--- src/rtl/flatten_fc_controller.sv ---
// ---------------------------------------------------------------------------
// flatten_fc_controller
//
// Sequences the fully-connected layer that consumes the flattened feature
// vector held by the flatten buffer. When the buffer reports full, every
// output neuron is processed in turn. For each neuron the controller:
//   - streams all vector indices and matching weight addresses,
//   - accumulates the signed products in one shared MAC,
//   - adds the neuron bias, saturates, and emits one result.
// After the last neuron it pulses a clear to the flatten buffer.
//
// Ports:
//   clk             single clock, all state on rising edge
//   rst             synchronous active-high reset
//   i_buffer_full   flatten buffer holds a complete vector
//   o_vec_idx       vector element index (drives external element mux)
//   i_vec_data      signed element, valid one cycle after o_vec_idx
//   o_weight_addr   weight ROM address = neuron*IN_LEN + idx
//   i_weight        signed weight, valid one cycle after o_weight_addr
//   o_bias_addr     bias ROM address = current neuron
//   i_bias          signed bias for the current neuron
//   o_result_valid  one-cycle pulse, o_result/o_neuron_idx valid
//   o_result        saturated neuron output
//   o_neuron_idx    neuron index tagged with o_result
//   o_busy          high whenever the FSM is not idle
//   o_done          one-cycle pulse, frame complete
//   o_buffer_clear  one-cycle pulse to clear the flatten buffer
// ---------------------------------------------------------------------------
module flatten_fc_controller #(
  parameter int IN_LEN  = 225,
  parameter int NUM_OUT = 10,
  parameter int DATA_W  = 22,
  parameter int W_W     = 8,
  parameter int BIAS_W  = 32,
  parameter int ACC_W   = 38,
  parameter int OUT_W   = 32,
  parameter int ADDR_W  = 12
) (
  input  logic                     clk,
  input  logic                     rst,
  input  logic                     i_buffer_full,
  output logic [7:0]               o_vec_idx,
  input  logic signed [DATA_W-1:0] i_vec_data,
  output logic [ADDR_W-1:0]        o_weight_addr,
  input  logic signed [W_W-1:0]    i_weight,
  output logic [3:0]               o_bias_addr,
  input  logic signed [BIAS_W-1:0] i_bias,
  output logic                     o_result_valid,
  output logic signed [OUT_W-1:0]  o_result,
  output logic [3:0]               o_neuron_idx,
  output logic                     o_busy,
  output logic                     o_done,
  output logic                     o_buffer_clear
);

  localparam logic [2:0] S_IDLE  = 3'd0;
  localparam logic [2:0] S_RUN   = 3'd1;
  localparam logic [2:0] S_DRAIN = 3'd2;
  localparam logic [2:0] S_WRITE = 3'd3;
  localparam logic [2:0] S_DONE  = 3'd4;

  localparam int PROD_W = DATA_W + W_W;
  // One extra bit over the accumulator so acc + bias can never wrap.
  localparam int SUM_W  = ACC_W + 1;

  localparam logic [7:0] LAST_IDX    = 8'(IN_LEN - 1);
  localparam logic [3:0] LAST_NEURON = 4'(NUM_OUT - 1);

  logic [2:0]               state;
  logic [3:0]               neuron;
  logic                     pipe_valid;
  logic signed [ACC_W-1:0]  acc;

  logic signed [PROD_W-1:0] prod;
  logic signed [ACC_W-1:0]  prod_ext;
  logic signed [SUM_W-1:0]  sum;
  logic signed [OUT_W-1:0]  sat;

  // Signed product of the returning element and weight, widened to the accumulator.
  always_comb begin
    prod     = $signed({{W_W{i_vec_data[DATA_W-1]}}, i_vec_data})
             * $signed({{DATA_W{i_weight[W_W-1]}}, i_weight});
    prod_ext = $signed({{(ACC_W-PROD_W){prod[PROD_W-1]}}, prod});
  end

  // Bias addition and clamp to the signed output range.
  always_comb begin
    sum = $signed({acc[ACC_W-1], acc})
        + $signed({{(SUM_W-BIAS_W){i_bias[BIAS_W-1]}}, i_bias});
    // The sum fits when all bits from the output sign bit upward agree.
    if ((&sum[SUM_W-1:OUT_W-1]) || !(|sum[SUM_W-1:OUT_W-1])) begin
      sat = sum[OUT_W-1:0];
    end else if (sum[SUM_W-1]) begin
      sat = {1'b1, {(OUT_W-1){1'b0}}};
    end else begin
      sat = {1'b0, {(OUT_W-1){1'b1}}};
    end
  end

  // Control FSM, MAC accumulator and all registered outputs.
  always_ff @(posedge clk) begin
    if (rst) begin
      state          <= S_IDLE;
      neuron         <= 4'd0;
      pipe_valid     <= 1'b0;
      acc            <= '0;
      o_vec_idx      <= 8'd0;
      o_weight_addr  <= '0;
      o_bias_addr    <= 4'd0;
      o_result_valid <= 1'b0;
      o_result       <= '0;
      o_neuron_idx   <= 4'd0;
      o_busy         <= 1'b0;
      o_done         <= 1'b0;
      o_buffer_clear <= 1'b0;
    end else begin
      o_result_valid <= 1'b0;
      o_done         <= 1'b0;
      o_buffer_clear <= 1'b0;
      // Data presented during a RUN cycle returns in the following cycle.
      pipe_valid     <= (state == S_RUN);
      if (pipe_valid) begin
        acc <= acc + prod_ext;
      end

      case (state)
        S_IDLE: begin
          if (i_buffer_full) begin
            state         <= S_RUN;
            neuron        <= 4'd0;
            acc           <= '0;
            o_vec_idx     <= 8'd0;
            o_weight_addr <= '0;
            o_bias_addr   <= 4'd0;
            o_busy        <= 1'b1;
          end else begin
            state <= S_IDLE;
          end
        end

        S_RUN: begin
          if (o_vec_idx == LAST_IDX) begin
            state <= S_DRAIN;
          end else begin
            o_vec_idx     <= o_vec_idx + 8'd1;
            o_weight_addr <= o_weight_addr + {{(ADDR_W-1){1'b0}}, 1'b1};
          end
        end

        S_DRAIN: begin
          state <= S_WRITE;
        end

        S_WRITE: begin
          o_result       <= sat;
          o_neuron_idx   <= neuron;
          o_result_valid <= 1'b1;
          if (neuron == LAST_NEURON) begin
            state          <= S_DONE;
            o_done         <= 1'b1;
            o_buffer_clear <= 1'b1;
          end else begin
            state         <= S_RUN;
            neuron        <= neuron + 4'd1;
            o_bias_addr   <= neuron + 4'd1;
            acc           <= '0;
            o_vec_idx     <= 8'd0;
            // Weight rows are contiguous, so the next neuron starts one past the last address.
            o_weight_addr <= o_weight_addr + {{(ADDR_W-1){1'b0}}, 1'b1};
          end
        end

        S_DONE: begin
          state  <= S_IDLE;
          o_busy <= 1'b0;
        end

        default: begin
          state  <= S_IDLE;
          o_busy <= 1'b0;
        end
      endcase
    end
  end

endmodule

--- config.mk ---
export PLATFORM = sky130hd
export DESIGN_NAME = flatten_fc_controller
export DESIGN_NICKNAME = d
export VERILOG_FILES = /design/src/rtl/flatten_fc_controller.sv
export SDC_FILE = /design/constraint.sdc
export NUM_CORES = 1
export LEC_CHECK = 0
export CORE_UTILIZATION = 30
export CTS_BUF_LIST = sky130_fd_sc_hd__clkbuf_16
export DETAILED_ROUTE_END_ITERATION = 8
export GPL_ROUTABILITY_DRIVEN = 0
export PLACE_DENSITY = 0.44
export SYNTH_ARGS = -nofsm -noshare
export SYNTH_HDL_FRONTEND = slang
export SYNTH_SLANG_ARGS = --single-unit
export TNS_END_PERCENT = 1
--- constraint.sdc ---
create_clock -name clk -period 10.8 [get_ports clk]
set_input_delay 1.08 -clock clk [delete_from_list [all_inputs] [get_ports clk]]
set_output_delay 1.08 -clock clk [all_outputs]
set_load 0.005 [all_outputs]
==> flow_metrics.tcl <==
set metrics [dict create \
    rr_endpoint "acc[37]" \
    max_freq_ghz 0.1314 \
    synth_warnings 0 \
    post-route-util 0.3502 \
    power.share.clock 0.074 \
    p_sw_mw 2.233 \
    portBuffers 128 \
    finalNonFillerCells 2257 \
    drv_cap 0 \
    grt_usage 0.1661 \
    synth-simple-area-share 0.1744 \
    clockRootBuffer "clkbuf_16" \
    hold_buffers 0 \
    ctsResizeCount 0 \
    p_seq_frac 0.106 \
    worst_slew_pin_slew_ns 1.200 \
    placedCellCount 2241 \
    synth_cell_types 69 \
    grt_max_degree 52 \
    initial_core_util 0.3045 \
    synth_nets 1950 \
    grt_pass1_vias 11320 \
    drive_gt1_frac 0.04182 \
    ir_worst_vdd_mv 0.2367 \
    ioPinCount 129 \
    timing.final.hold_violations 0 \
    synth_ff_type "dfxtp_1" \
    hold_path_class "flip-flop to flip-flop" \
    diodes 0 \
    design_power_total_mw 4.448 \
    dieArea_um2 48240 \
    p_int_mw 2.215 \
    cts_tree "built" \
    grt.overflow.total 0 \
    crit_end "acc[37]" \
    wl_per_cell_um 17.29 \
    synth_area_um2 14210 \
    drc_errors 16 \
    r2r_slack_ns 4.71 \
    p_per_area_nw_per_um2 272.2 \
    worst_skew_pair.late_latency_ns 0.37 \
    vias_per_cell 4.932 \
    r2r-start "acc[6]" \
    period_minus_slack_ns 7.611 \
    grt_pass1_wl_mm 62.64 \
    numClockSinks 105 \
    synth_seq_cells 105 \
    n_fill_cell 4851 \
    area_growth_pct 15.01 \
    layout_common_cells "fa_1 (203), inv_1 (164), nor2_1 (142)" \
    synthAdderAreaFrac 0.3961 \
    drtPass1Iterations 7 \
    setup_ws_ns 3.189 \
    core-area_um2 46650 \
    synth_edf_count 0 \
    drtIter0Drc 526 \
    synth_compound_area_frac 0.1508 \
    pre_cts_slack_ns 2.825 \
    ys_seq_area_frac 0.1479 \
    swShare 0.5019 \
    status "complete, but fails checks" \
    dp_hpwl_mm 32.40 \
    crit_type "input port to flip-flop" \
    power_frac_comb 0.820 \
    wirelength_mm 39.01 \
    design_area_um2 16340 \
    fin_tns_setup_ns 0 \
    p_leak_nw 7.056 \
    htreeDepth 3 \
    synth_xor_area_frac 0.04870 \
    max_slew_margin 0.1979 \
    cts_setup_buffers 0 \
    slew_violations 0 \
    clock_skew_ns 0.01387 \
    whs_ns 0.4606 \
    antenna_left 0 \
    critPathArrivalTime_ns 7.91 \
    rsz0062_at_grt "false" \
    worstSetupEndpointType "flip-flop" \
    critPathMaxFanout 22 \
    die_w_um 219.6 \
    failed_checks "design-rule violations" \
    startpoint "i_weight[6]" \
    cts_made_buffers 9 \
    synth_top_family_by_area "adder cells" \
    crit_path_start_kind "input port" \
    synthMuxAreaShare 0.01990 \
    period_share 0.7048 \
    cts_buffer_depth 2 \
    layout_commonest_cell "fa_1" \
    synth-async-reset-ratio 0 \
    setup_viol 0 \
    die_h_um 219.6 \
    finalNetCount 2038 \
    netlist_instances 1557 \
    rr_worst_depth 21 \
    vias 11130 \
    placed_area_um2 16060 \
    cp_data_required_time_ns 11.09 \
    antenna_found_initial 0 \
    num_rows 79 \
    path_clk_slew_ns 0.08 \
    syn_area_per_cell_um2 9.126 \
]
critical path: stages:
cell	delay, ns
clkdlybuf4s50_1	0.97
nand2_1	0.16
fa_1	0.52
fa_1	0.54
inv_1	0.05
fa_1	0.53
fa_1	0.52
fa_1	0.41
ha_1	0.33
or4_1	0.52
o21ai_0	0.14
nor3_1	0.16
o211ai_1	0.24
nand3b_1	0.19
a31oi_1	0.30
o21ai_0	0.21
a211o_1	0.34
a31oi_1	0.18
mux2_2	0.35
a21oi_1	0.13
registers in the layout, indices dropped and copies added, names as in the netlist, 3 cells and up:
signal and count:
acc 38, o_result 32, o_weight_addr 12, o_vec_idx 8
neuron 4, o_neuron_idx 4, state 3
worst min path at each step:
stage                     from              end  slack [ns]  depth (start not counted)
2_1_floorplan  o_neuron_idx[0]  o_neuron_idx[0]        0.45                          2
3_3_place_gp      o_result[31]     o_result[31]        0.44                          2
3_5_place_dp   o_neuron_idx[0]  o_neuron_idx[0]        0.45                          2
4_1_cts           o_result[31]     o_result[31]        0.46                          2
5_1_grt        o_neuron_idx[2]  o_neuron_idx[2]        0.48                          2
6_report       o_neuron_idx[0]  o_neuron_idx[0]        0.46                          2
cells by family after synthesis:
group                    after synthesis
adder cells (fa/ha/maj)              328
multiplexers                          28
XOR/XNOR                              79
buffers and inverters                224
AND/OR/NAND/NOR                      503
flip-flops                           105
AO/OA/AOI/OAI                        290
cell type report:
type | instances | area [um2] | share of cell area
Inverter | 164 | 615.6 | 0.03767
Clock inverter | 7 | 60.06 | 0.003675
Sequential cell | 105 | 2103 | 0.1287
Timing Repair Buffer | 137 | 1349 | 0.08254
Clock buffer | 9 | 225.2 | 0.01378
Multi-Input combinational cell | 1228 | 11230 | 0.6871
Tap cell | 607 | 759.5 | 0.04648
synthesized netlist by cell type, drive strengths merged, types with 13 or more instances:
| cell type | count | share of area |
|---|---|---|
| a21oi | 86 | 0.031 |
| dfxtp | 105 | 0.15 |
| nand4 | 13 | 0.0057 |
| mux2i | 26 | 0.018 |
| o21a | 13 | 0.0069 |
| nand3 | 23 | 0.0081 |
| inv | 164 | 0.043 |
| xor2 | 35 | 0.022 |
| clkbuf | 50 | 0.013 |
| and3 | 14 | 0.0062 |
| nor3 | 16 | 0.0063 |
| a311oi | 33 | 0.033 |
| ha | 125 | 0.11 |
| o21ai | 39 | 0.014 |
| a21o | 32 | 0.017 |
| or3 | 13 | 0.0057 |
| fa | 203 | 0.29 |
| and2 | 108 | 0.048 |
| nor2 | 142 | 0.038 |
| xnor2 | 44 | 0.027 |
| nand2 | 125 | 0.033 |
| nand2b | 15 | 0.0066 |
power groups by stage:
stage | Clock (mW) | Combinational [mW] | Sequential, mW
after floorplan | 0 | 2.87 | 0.458
after global placement | 0 | 3.70 | 0.483
after detailed placement | 0 | 3.69 | 0.483
after CTS | 0.344 | 3.73 | 0.474
after global routing | 0.358 | 4.15 | 0.478
final | 0.330 | 3.65 | 0.471
routing by layer:
| metal | share of wire | track usage | vias up |
|---|---|---|---|
| li1 | - | - | 5392 |
| met1 | 0.46 | 0.2257 | 5573 |
| met2 | 0.50 | 0.2871 | 145 |
| met3 | 0.028 | 0.01670 | 22 |
| met4 | 0.011 | 0.02828 | 0 |
| met5 | 0 | 0 | - |
(Power assumes the default switching activity.)
